--- src/rtl/pwm_meas_pkg.sv ---
// Shared types and constants for the PWM duty meter.
package pwm_meas_pkg;

  typedef enum logic [1:0] {
    WAIT_RISE = 2'd0,
    MEAS_HIGH = 2'd1,
    MEAS_LOW  = 2'd2
  } state_t;

  localparam int CLK_HZ = 27000000;
  localparam int PCT_W  = 7;

endpackage

--- src/rtl/pwm_duty_meter_if.sv ---
// Measurement bus of the PWM duty meter: waveform in, results and flags out.
interface pwm_duty_meter_if
  import pwm_meas_pkg::*;
#(
  parameter int CNT_W = 28
);
  logic             sig_in;
  logic             meas_valid;
  logic [CNT_W-1:0] high_cyc;
  logic [CNT_W-1:0] low_cyc;
  logic [CNT_W:0]   period_cyc;
  logic             stuck_hi;
  logic             stuck_lo;
  logic             pct_valid;
  logic [PCT_W-1:0] duty_pct;

  modport master (
    output sig_in,
    input  meas_valid, high_cyc, low_cyc, period_cyc,
    input  stuck_hi, stuck_lo, pct_valid, duty_pct
  );

  modport slave (
    input  sig_in,
    output meas_valid, high_cyc, low_cyc, period_cyc,
    output stuck_hi, stuck_lo, pct_valid, duty_pct
  );
endinterface

--- src/rtl/pwm_duty_div.sv ---
// Sequential restoring divider producing a PCT_W-bit quotient, one bit per cycle.
// A start pulse loads operands (aborting any division in flight); done pulses PCT_W cycles later.
module pwm_duty_div
  import pwm_meas_pkg::*;
#(
  parameter int NUM_W = 35,
  parameter int DEN_W = 29
) (
  input  logic             clk,
  input  logic             rst,
  input  logic             start_i,
  input  logic [NUM_W-1:0] num_i,
  input  logic [DEN_W-1:0] den_i,
  output logic             done_o,
  output logic [PCT_W-1:0] quo_o
);
  localparam int RW = NUM_W + 1;

  logic [RW-1:0]    rem_q;
  logic [RW-1:0]    dsh_q;
  logic [PCT_W-1:0] q_q;
  logic [PCT_W-1:0] quo_q;
  logic [2:0]       step_q;
  logic             busy_q;
  logic             done_q;
  logic             ge;

  // Caller guarantees num < den * 2**PCT_W, so the quotient never overflows.
  assign ge = (rem_q >= dsh_q);

  always_ff @(posedge clk or negedge rst) begin
    if (!rst) begin
      rem_q  <= '0;
      dsh_q  <= '0;
      q_q    <= '0;
      quo_q  <= '0;
      step_q <= '0;
      busy_q <= 1'b0;
      done_q <= 1'b0;
    end else begin
      done_q <= 1'b0;
      if (start_i) begin
        rem_q  <= RW'(num_i);
        dsh_q  <= RW'(den_i) << (PCT_W - 1);
        q_q    <= '0;
        step_q <= '0;
        busy_q <= 1'b1;
      end else if (busy_q) begin
        if (ge) rem_q <= rem_q - dsh_q;
        dsh_q <= dsh_q >> 1;
        q_q   <= {q_q[PCT_W-2:0], ge};
        if (step_q == 3'(PCT_W - 1)) begin
          busy_q <= 1'b0;
          done_q <= 1'b1;
          quo_q  <= {q_q[PCT_W-2:0], ge};
        end else begin
          step_q <= step_q + 3'd1;
        end
      end
    end
  end

  assign done_o = done_q;
  assign quo_o  = quo_q;
endmodule

--- src/rtl/pwm_duty_meter.sv ---
// Measures high/low/period of an asynchronous on/off waveform and flags stuck levels.
// Define DUTY_PCT_EN to add the duty-percent divider (pct_valid/duty_pct otherwise tied 0).
//
//  state     | meaning
//  WAIT_RISE | idle after reset or timeout; next rise starts a period
//  MEAS_HIGH | counting the high level
//  MEAS_LOW  | counting the low level; next rise closes the period
module pwm_duty_meter
  import pwm_meas_pkg::*;
#(
  parameter int CNT_W       = 28,
  parameter int TIMEOUT_CYC = 108000000,
  parameter int SYNC_STAGES = 2
) (
  input  logic              clk,
  input  logic              rst,
  pwm_duty_meter_if.slave   bus
);
  if ($clog2(TIMEOUT_CYC + 1) > CNT_W) begin : g_cnt_w_chk
    $error("CNT_W too narrow for TIMEOUT_CYC");
  end
  if (SYNC_STAGES < 2) begin : g_sync_chk
    $error("SYNC_STAGES must be at least 2");
  end

  localparam logic [CNT_W-1:0] TO_CNT = CNT_W'(TIMEOUT_CYC);

  logic [SYNC_STAGES-1:0] sync_q;
  logic                   s;
  logic                   s_d_q;
  logic                   rise_q;
  logic                   fall_q;

  state_t           state_q, state_d;
  logic [CNT_W-1:0] cnt_q, cnt_d;
  logic [CNT_W-1:0] hcnt_q, hcnt_d;
  logic [CNT_W-1:0] high_q, high_d;
  logic [CNT_W-1:0] low_q, low_d;
  logic [CNT_W:0]   period_q, period_d;
  logic             valid_q, valid_d;
  logic             shi_q, shi_d;
  logic             slo_q, slo_d;

  assign s = sync_q[SYNC_STAGES-1];

  // Edges are registered, giving the rise-to-meas_valid latency of SYNC_STAGES+1.
  always_ff @(posedge clk or negedge rst) begin
    if (!rst) begin
      sync_q <= '0;
      s_d_q  <= 1'b0;
      rise_q <= 1'b0;
      fall_q <= 1'b0;
    end else begin
      sync_q <= {sync_q[SYNC_STAGES-2:0], bus.sig_in};
      s_d_q  <= s;
      rise_q <= s & ~s_d_q;
      fall_q <= ~s & s_d_q;
    end
  end

  always_comb begin
    state_d  = state_q;
    cnt_d    = cnt_q;
    hcnt_d   = hcnt_q;
    high_d   = high_q;
    low_d    = low_q;
    period_d = period_q;
    valid_d  = 1'b0;
    shi_d    = shi_q;
    slo_d    = slo_q;
    case (state_q)
      WAIT_RISE: begin
        if (rise_q) begin
          cnt_d   = CNT_W'(1);
          shi_d   = 1'b0;
          slo_d   = 1'b0;
          state_d = MEAS_HIGH;
        end
      end
      MEAS_HIGH: begin
        if (fall_q) begin
          hcnt_d  = cnt_q;
          cnt_d   = CNT_W'(1);
          state_d = MEAS_LOW;
        end else if (cnt_q == TO_CNT) begin
          shi_d   = 1'b1;
          state_d = WAIT_RISE;
        end else begin
          cnt_d = cnt_q + CNT_W'(1);
        end
      end
      MEAS_LOW: begin
        if (rise_q) begin
          high_d   = hcnt_q;
          low_d    = cnt_q;
          period_d = {1'b0, hcnt_q} + {1'b0, cnt_q};
          valid_d  = 1'b1;
          shi_d    = 1'b0;
          slo_d    = 1'b0;
          cnt_d    = CNT_W'(1);
          state_d  = MEAS_HIGH;
        end else if (cnt_q == TO_CNT) begin
          slo_d   = 1'b1;
          state_d = WAIT_RISE;
        end else begin
          cnt_d = cnt_q + CNT_W'(1);
        end
      end
      default: state_d = WAIT_RISE;
    endcase
  end

  always_ff @(posedge clk or negedge rst) begin
    if (!rst) begin
      state_q  <= WAIT_RISE;
      cnt_q    <= '0;
      hcnt_q   <= '0;
      high_q   <= '0;
      low_q    <= '0;
      period_q <= '0;
      valid_q  <= 1'b0;
      shi_q    <= 1'b0;
      slo_q    <= 1'b0;
    end else begin
      state_q  <= state_d;
      cnt_q    <= cnt_d;
      hcnt_q   <= hcnt_d;
      high_q   <= high_d;
      low_q    <= low_d;
      period_q <= period_d;
      valid_q  <= valid_d;
      shi_q    <= shi_d;
      slo_q    <= slo_d;
    end
  end

  assign bus.meas_valid = valid_q;
  assign bus.high_cyc   = high_q;
  assign bus.low_cyc    = low_q;
  assign bus.period_cyc = period_q;
  assign bus.stuck_hi   = shi_q;
  assign bus.stuck_lo   = slo_q;

`ifdef DUTY_PCT_EN
  logic [CNT_W+6:0] pct_num;

  assign pct_num = (CNT_W+7)'(high_q) * (CNT_W+7)'(100);

  pwm_duty_div #(
    .NUM_W (CNT_W + 7),
    .DEN_W (CNT_W + 1)
  ) u_div (
    .clk     (clk),
    .rst     (rst),
    .start_i (valid_q),
    .num_i   (pct_num),
    .den_i   (period_q),
    .done_o  (bus.pct_valid),
    .quo_o   (bus.duty_pct)
  );
`else
  assign bus.pct_valid = 1'b0;
  assign bus.duty_pct  = '0;
`endif
endmodule

--- src/flat_wrapper.sv ---
// flat-port wrapper written by rule: the top's interface ports become plain ports
module pwm_duty_meter_flat import pwm_meas_pkg::*;
#(
  parameter int CNT_W       = 28,
  parameter int TIMEOUT_CYC = 108000000,
  parameter int SYNC_STAGES = 2
)
  (clk, rst, bus_sig_in, bus_meas_valid, bus_high_cyc, bus_low_cyc, bus_period_cyc, bus_stuck_hi, bus_stuck_lo, bus_pct_valid, bus_duty_pct);
  pwm_duty_meter_if #(.CNT_W(CNT_W)) bus_i ();
  input  logic clk;
  input  logic rst;
  input wire logic [$bits(bus_i.sig_in)-1:0] bus_sig_in;
  output wire logic [$bits(bus_i.meas_valid)-1:0] bus_meas_valid;
  output wire logic [$bits(bus_i.high_cyc)-1:0] bus_high_cyc;
  output wire logic [$bits(bus_i.low_cyc)-1:0] bus_low_cyc;
  output wire logic [$bits(bus_i.period_cyc)-1:0] bus_period_cyc;
  output wire logic [$bits(bus_i.stuck_hi)-1:0] bus_stuck_hi;
  output wire logic [$bits(bus_i.stuck_lo)-1:0] bus_stuck_lo;
  output wire logic [$bits(bus_i.pct_valid)-1:0] bus_pct_valid;
  output wire logic [$bits(bus_i.duty_pct)-1:0] bus_duty_pct;
  assign bus_i.sig_in = bus_sig_in;
  assign bus_meas_valid = bus_i.meas_valid;
  assign bus_high_cyc = bus_i.high_cyc;
  assign bus_low_cyc = bus_i.low_cyc;
  assign bus_period_cyc = bus_i.period_cyc;
  assign bus_stuck_hi = bus_i.stuck_hi;
  assign bus_stuck_lo = bus_i.stuck_lo;
  assign bus_pct_valid = bus_i.pct_valid;
  assign bus_duty_pct = bus_i.duty_pct;
  pwm_duty_meter #(.CNT_W(CNT_W), .TIMEOUT_CYC(TIMEOUT_CYC), .SYNC_STAGES(SYNC_STAGES)) u_core (.clk(clk), .rst(rst), .bus(bus_i));
endmodule
--- config.mk ---
export PLATFORM = sky130hd
export DESIGN_NAME = pwm_duty_meter_flat
export DESIGN_NICKNAME = d
export VERILOG_FILES = /design/src/rtl/pwm_meas_pkg.sv /design/src/rtl/pwm_duty_meter_if.sv /design/src/rtl/pwm_duty_div.sv /design/src/rtl/pwm_duty_meter.sv /design/src/flat_wrapper.sv
export SDC_FILE = /design/constraint.sdc
export NUM_CORES = 1
export LEC_CHECK = 0
export CORE_MARGIN = 2
export CORE_UTILIZATION = 41
export DETAILED_ROUTE_END_ITERATION = 8
export HOLD_SLACK_MARGIN = 0.15
export RECOVER_POWER = 25
export SYNTH_ARGS = -nofsm -noshare
export SYNTH_HDL_FRONTEND = slang
export SYNTH_HIERARCHICAL = 1
export SYNTH_SLANG_ARGS = --single-unit
--- constraint.sdc ---
create_clock -name clk -period 2.7 [get_ports clk]
set_input_delay 0.54 -clock clk [delete_from_list [all_inputs] [get_ports clk]]
set_output_delay 0.54 -clock clk [all_outputs]
set_load 0.005 [all_outputs]
Word level (Yosys, flattened, before mapping)
Cells that the tools add are included.
{"block": "word_totals", "regBits": 151, "input_bits": 3, "output_inout_bits": 96, "elab_cells": 55}
{"block": "classes", "addsub": 2, "n_eq_ne": 8, "n_mux": 18, "bitwise_logic": 4, "reduce_logical": 10}
{"cell": "2-to-1 mux 28 bit", "n": 4}
{"cell": "case mux 28 bit (3 select lines)", "n": 1}
{"cell": "adder 28 x 28 -> 29 bit", "n": 1}
{"cell": "adder 28 x 1 -> 28 bit (second input constant)", "n": 1}
{"cell": "== test 28 x 27 -> 1 bit (second input constant)", "n": 1}
{"cell": "2-to-1 mux 2 bit", "n": 4}
{"cell": "2-to-1 mux 1 bit", "n": 6}
{"cell": "inequality test 2 x 1 -> 1 bit (second input constant)", "n": 3}
{"cell": "case mux 2 bit (3 select lines)", "n": 1}
{"cell": "AND reduction 2 bit", "n": 3}
{"cell": "case mux 1 bit (2 select lines)", "n": 2}
{"cell": "AND reduction 4 bit", "n": 1}
{"cell": "nonzero test 2 bit", "n": 2}
{"cell": "inequality test 3 x 1 -> 1 bit (second input constant)", "n": 1}
{"cell": "AND reduction 3 bit", "n": 1}
{"cell": "nonzero test 3 bit", "n": 1}
{"cell": "AND 1 bit", "n": 2}
{"cell": "== test 2 x 1 -> 1 bit (second input constant)", "n": 1}
{"cell": "== test 2 bit (second input constant)", "n": 1}
{"cell": "zero test 2 bit", "n": 1}
{"cell": "inequality test 2 bit (second input constant)", "n": 1}
{"cell": "inverter 1 bit", "n": 2}
{"cell": "OR reduction 2 bit", "n": 1}

Logic depth before layout (Yosys ltp)
{"block": "logic_depth", "ltp_word": 4, "ltp_mapped": 9, "mapped_depth_nobuf": 9}

Worst setup path after synthesis
OpenSTA, ideal clock, no wires.
{"block": "synth_timing", "path_kind": "reg-to-reg", "from": "reg u_core.cnt_q[0]", "to": "reg u_core.period_q[26], in the netlist u_core/bus.period_cyc[26]", "setup_ns": 0.124, "t_arrival_ns": 2.413, "t_required_ns": 2.576, "slack_ns": 0.163, "path_stages_with_launch": 10, "path_buffers": 0, "synth_period_minus_slack_ns": 2.537, "path_cell_list": "dfrtp_1 ha_1 fa_1 a21o_1 a31o_4 a2111oi_4 o21ai_2 a21oi_2 o221ai_1 o31a_1"}
{"block": "synth_via", "elab_chain_cells": 1}
{"item": "from (decl)", "line_no": "pwm_duty_meter.sv:35", "rtl": "logic [CNT_W-1:0] cnt_q, cnt_d;"}
{"item": "from (signal assigned)", "line_no": "pwm_duty_meter.sv:126", "rtl": "cnt_q <= cnt_d;"}
{"item": "adder 28 x 28 -> 29 bit", "line_no": "pwm_duty_meter.sv:96", "rtl": "period_d = {1'b0, hcnt_q} + {1'b0, cnt_q};"}
{"item": "to (signal assigned)", "line_no": "pwm_duty_meter.sv:130", "rtl": "period_q <= period_d;"}
{"item": "to (decl)", "line_no": "pwm_duty_meter.sv:39", "rtl": "logic [CNT_W:0] period_q, period_d;"}
No other way between the ends.
A chain may end at the register's enable or synchronous reset.

Worst setup path in the final report
Same ends and word-level chain as after synthesis.

==> impl_metrics.csv <==
group,metric,value,unit
placed_design,gp_congestion,0.849,
timing,worstMarginPinSlew,1.41,ns
final_layout,multi_input_area,3670,um2
floorplanning,pin_count,99,
critical_path,r2r-end,"u_core/bus.period_cyc[26]$_DFFE_PN0P_",
drt,vias,5708,
critical_path,cp-end-kind,"register",
yosys,yosysSeqAreaShare,49.4,%
critical_path,rrSetupSlack,0.08,ns
outcome,outcome,"complete, no violations",
worst_hold_path,min_to,"u_core/sync_q[1]$_DFF_PN0_",
clocking,htreeDepth,4,
power_and_ir_drop,ir_worst_vdd,438,uV
global_routing,grt_antenna_before_repair,0,
global_routing,grt_pass1_wl,31000,um
floorplanning,initial_utilization,42.1,%
clocking,clk_pin_slew_worst_paths,0.06,ns
clocking,cts.sinks,151,
global_routing,use_met3,3.60,%
critical_path,startpoint,"u_core/cnt_q[0]$_DFFE_PN0P_",
critical_path,reg2reg_from,"u_core/cnt_q[0]$_DFFE_PN0P_",
clocking,cts_tree,"built",
timing,setup-violations-final,0,
critical_path,startpoint_type,"register",
yosys,ys_ff_latch,151,
placed_design,dpl.hpwl,14200,um
worst_hold_path,whs_path_depth,0,
drt,routedWlPerCell,18.1,um
floorplanning,dieArea,19800,um2
critical_path,path_max_fanout,3,
power_and_ir_drop,power_density,606,nW/um2
clocking,insertion_delay,0.43,ns
yosys,avgSynthCellArea,10.8,um2
drt,drc,0,
floorplanning,row_count,49,
critical_path,reg2regPathDepth,9,
floorplanning,core,18100,um2
clocking,cts-root-buf,"clkbuf_16",
yosys,yosys.area.top_type_share,49.4,%
timing,hold_violations,0,
yosys,synth-async-reset-ratio,100,%
final_layout,drive_above_1_share,20.7,%
yosys,synth.most_common_cell,"dfrtp_1",
yosys,yosys_warnings,6,
clocking,numCtsBuffers,17,
worst_hold_path,min_path_type,"reg -> reg",
final_layout,final_nets,868,
timing,final.setup.worst_slack,0.0786,ns
critical_path,worst-endpoint-required,3.01,ns
timing,final_max_slew_viol_count,0,
global_routing,grt_pass1_vias,5600,
placed_design,port-buffer-count,90,
timing,period_minus_slack,2.62,ns
drt,detail-route-antenna-nets,0,
yosys,ys_top_cells_by_area,"dfrtp_1 49%, mux2_2 12%, ha_1 5.6%, nand2_1 3.5%, o21ai_0 3.5%",
yosys,syn_inst,706,
yosys,synth_ff_type,"dfrtp_1",
floorplanning,die_h,141,um
clocking,clk_path_buf_depth,2,
timing,clock.fmax,381,MHz
placed_design,dp_slack,0.00508,ns
power_and_ir_drop,power_leakage,4.52,nW
yosys,synth_edf_count,0,
worst_hold_path,hold_start,"u_core/sync_q[0]$_DFF_PN0_",
timing,tns,0,ns
final_layout,diodes,0,
global_routing,grtUsageMet1,30.0,%
timing,slew_headroom,5.73,%
final_layout,area_growth,25.2,%
floorplanning,die-width,141,um
drt,drtPass1Iterations,5,
critical_path,crit_type,"reg -> reg",
yosys,synth_area_leader_cell,"dfrtp_1",
yosys,synth_commonest_cells,"151 x dfrtp_1, 83 x mux2_2, 71 x nand2_1",
global_routing,grt_use_total,20.3,%
yosys,synth_area,7650,um2
timing,finalCritPeriodShare,97.1,%
yosys,ys_types,65,
drt,via_per_inst,5.33,
critical_path,worstPathArrival,2.93,ns
global_routing,grt.overflow.total,0,
global_routing,gr-usage-met2,30.5,%
timing,rsz0062_at_grt,"yes",
power_and_ir_drop,power,5.80,mW
final_layout,fillCellCount,1614,
run,drv_cap,0,
drt,drtIter0Drc,388,
global_routing,grt_max_degree,56,
drt,routed_wl,19400,um
final_layout,regArea,3780,um2
global_routing,grt_busiest_layer,"met2",
timing,fin_worst_skew,0.00789,ns
## sequential cells by signal, summed over array words and instances, names as in the netlist
| signal | cells |
|---|---|
| u_core/s_d_q | 1 |
| u_core/bus.low_cyc | 28 |
| u_core/bus.period_cyc | 29 |
| u_core/sync_q | 2 |
| u_core/hcnt_q | 28 |
| u_core/bus.stuck_hi | 1 |
| u_core/bus.meas_valid | 1 |
| u_core/bus.high_cyc | 28 |
| u_core/rise_q | 1 |
| u_core/bus.stuck_lo | 1 |
| u_core/fall_q | 1 |
| u_core/state_q | 2 |
| u_core/cnt_q | 28 |
## routing by layer
| metal | vias to the layer above | part of all wire, % |
|---|---|---|
| met2 | 166 | 45 |
| met4 | 0 | 1.8 |
| met5 | - | 0 |
| li1 | 2737 | - |
| met1 | 2775 | 49 |
| met3 | 30 | 4.6 |
## logic make-up (layout without fill, tap and decap cells)
kind of cell / after synthesis / count (layout) / share of synthesized area [%]
AO/OA/AOI/OAI: 138 / 138 / 11.3
XOR/XNOR: 43 / 43 / 4.92
adder cells (fa/ha/maj): 35 / 35 / 5.82
buffers and inverters: 52 / 180 / 3.08
flip-flops: 151 / 151 / 49.4
multiplexers: 83 / 83 / 12.2
other: 1 / 8 / 0.0490
AND/OR/NAND/NOR: 203 / 203 / 13.2
## through the flow
step	area [um2]	hold slack, ns	utilization, %	cells
finish	9570	0.349	52.8	1070
global route	9570	0.378	52.8	1070
CTS	9540	0.353	52.6	1065
detailed placement	9000	0.339	49.6	1033
global placement	9000	0.336	49.6	1033
floorplan	7670	0.244	-	713
## worst max-delay path, cell delays in order, from the launching register on
cell       delay [ns]
dfrtp_1          0.38
ha_2             0.21
fa_2             0.41
a21o_1           0.20
a31o_4           0.25
a2111oi_4        0.43
o21ai_2          0.12
a21oi_2          0.23
o221ai_1         0.15
o31a_1           0.13
## cells in the final DEF (no fill, tap or decap), types with 11 or more instances in the layout
master and count:
clkdlybuf4s50_1 88, o21ai_0 53, xor2_1 29, clkbuf_16 17, ha_1 33, buf_4 42, mux2_2 83, nand3_1 17
a21oi_1 34, nor2_1 47, nand2_1 70, and3_1 11, nand4_1 11, inv_1 15, dfrtp_1 151, xnor2_1 14
## area by class of cell
class	instances	share of cell area, %
clock buffer	21	4.70
clock inverter	9	0.836
inverter	15	0.588
multi-input combinational	510	38.3
sequential	151	39.5
tap	229	2.99
timing repair buffer	135	13.1
## repair_timing
item	CTS	global route
setup buffers	1	5
hold endpoints to repair	52	0
resized for setup	0	3
gates cloned	0	0
hold buffers	1	0
pin swaps	2	7
endpoints found under the setup margin	2	6
## worst max-delay path by stage
stage	to
after floorplan	u_core/bus.period_cyc[26]$_DFFE_PN0P_
after global placement	u_core/bus.period_cyc[22]$_DFFE_PN0P_
after detailed placement	u_core/bus.period_cyc[22]$_DFFE_PN0P_
after CTS	u_core/bus.period_cyc[22]$_DFFE_PN0P_
after global routing	u_core/bus.period_cyc[25]$_DFFE_PN0P_
final	u_core/bus.period_cyc[26]$_DFFE_PN0P_
## power breakdown
group	total [mW]	internal, mW	switching, mW
Combinational	1.13	0.501	0.630
Clock	2.18	1.27	0.910
Sequential	2.48	2.39	0.0955
Power figures use the tool's default switching activity.
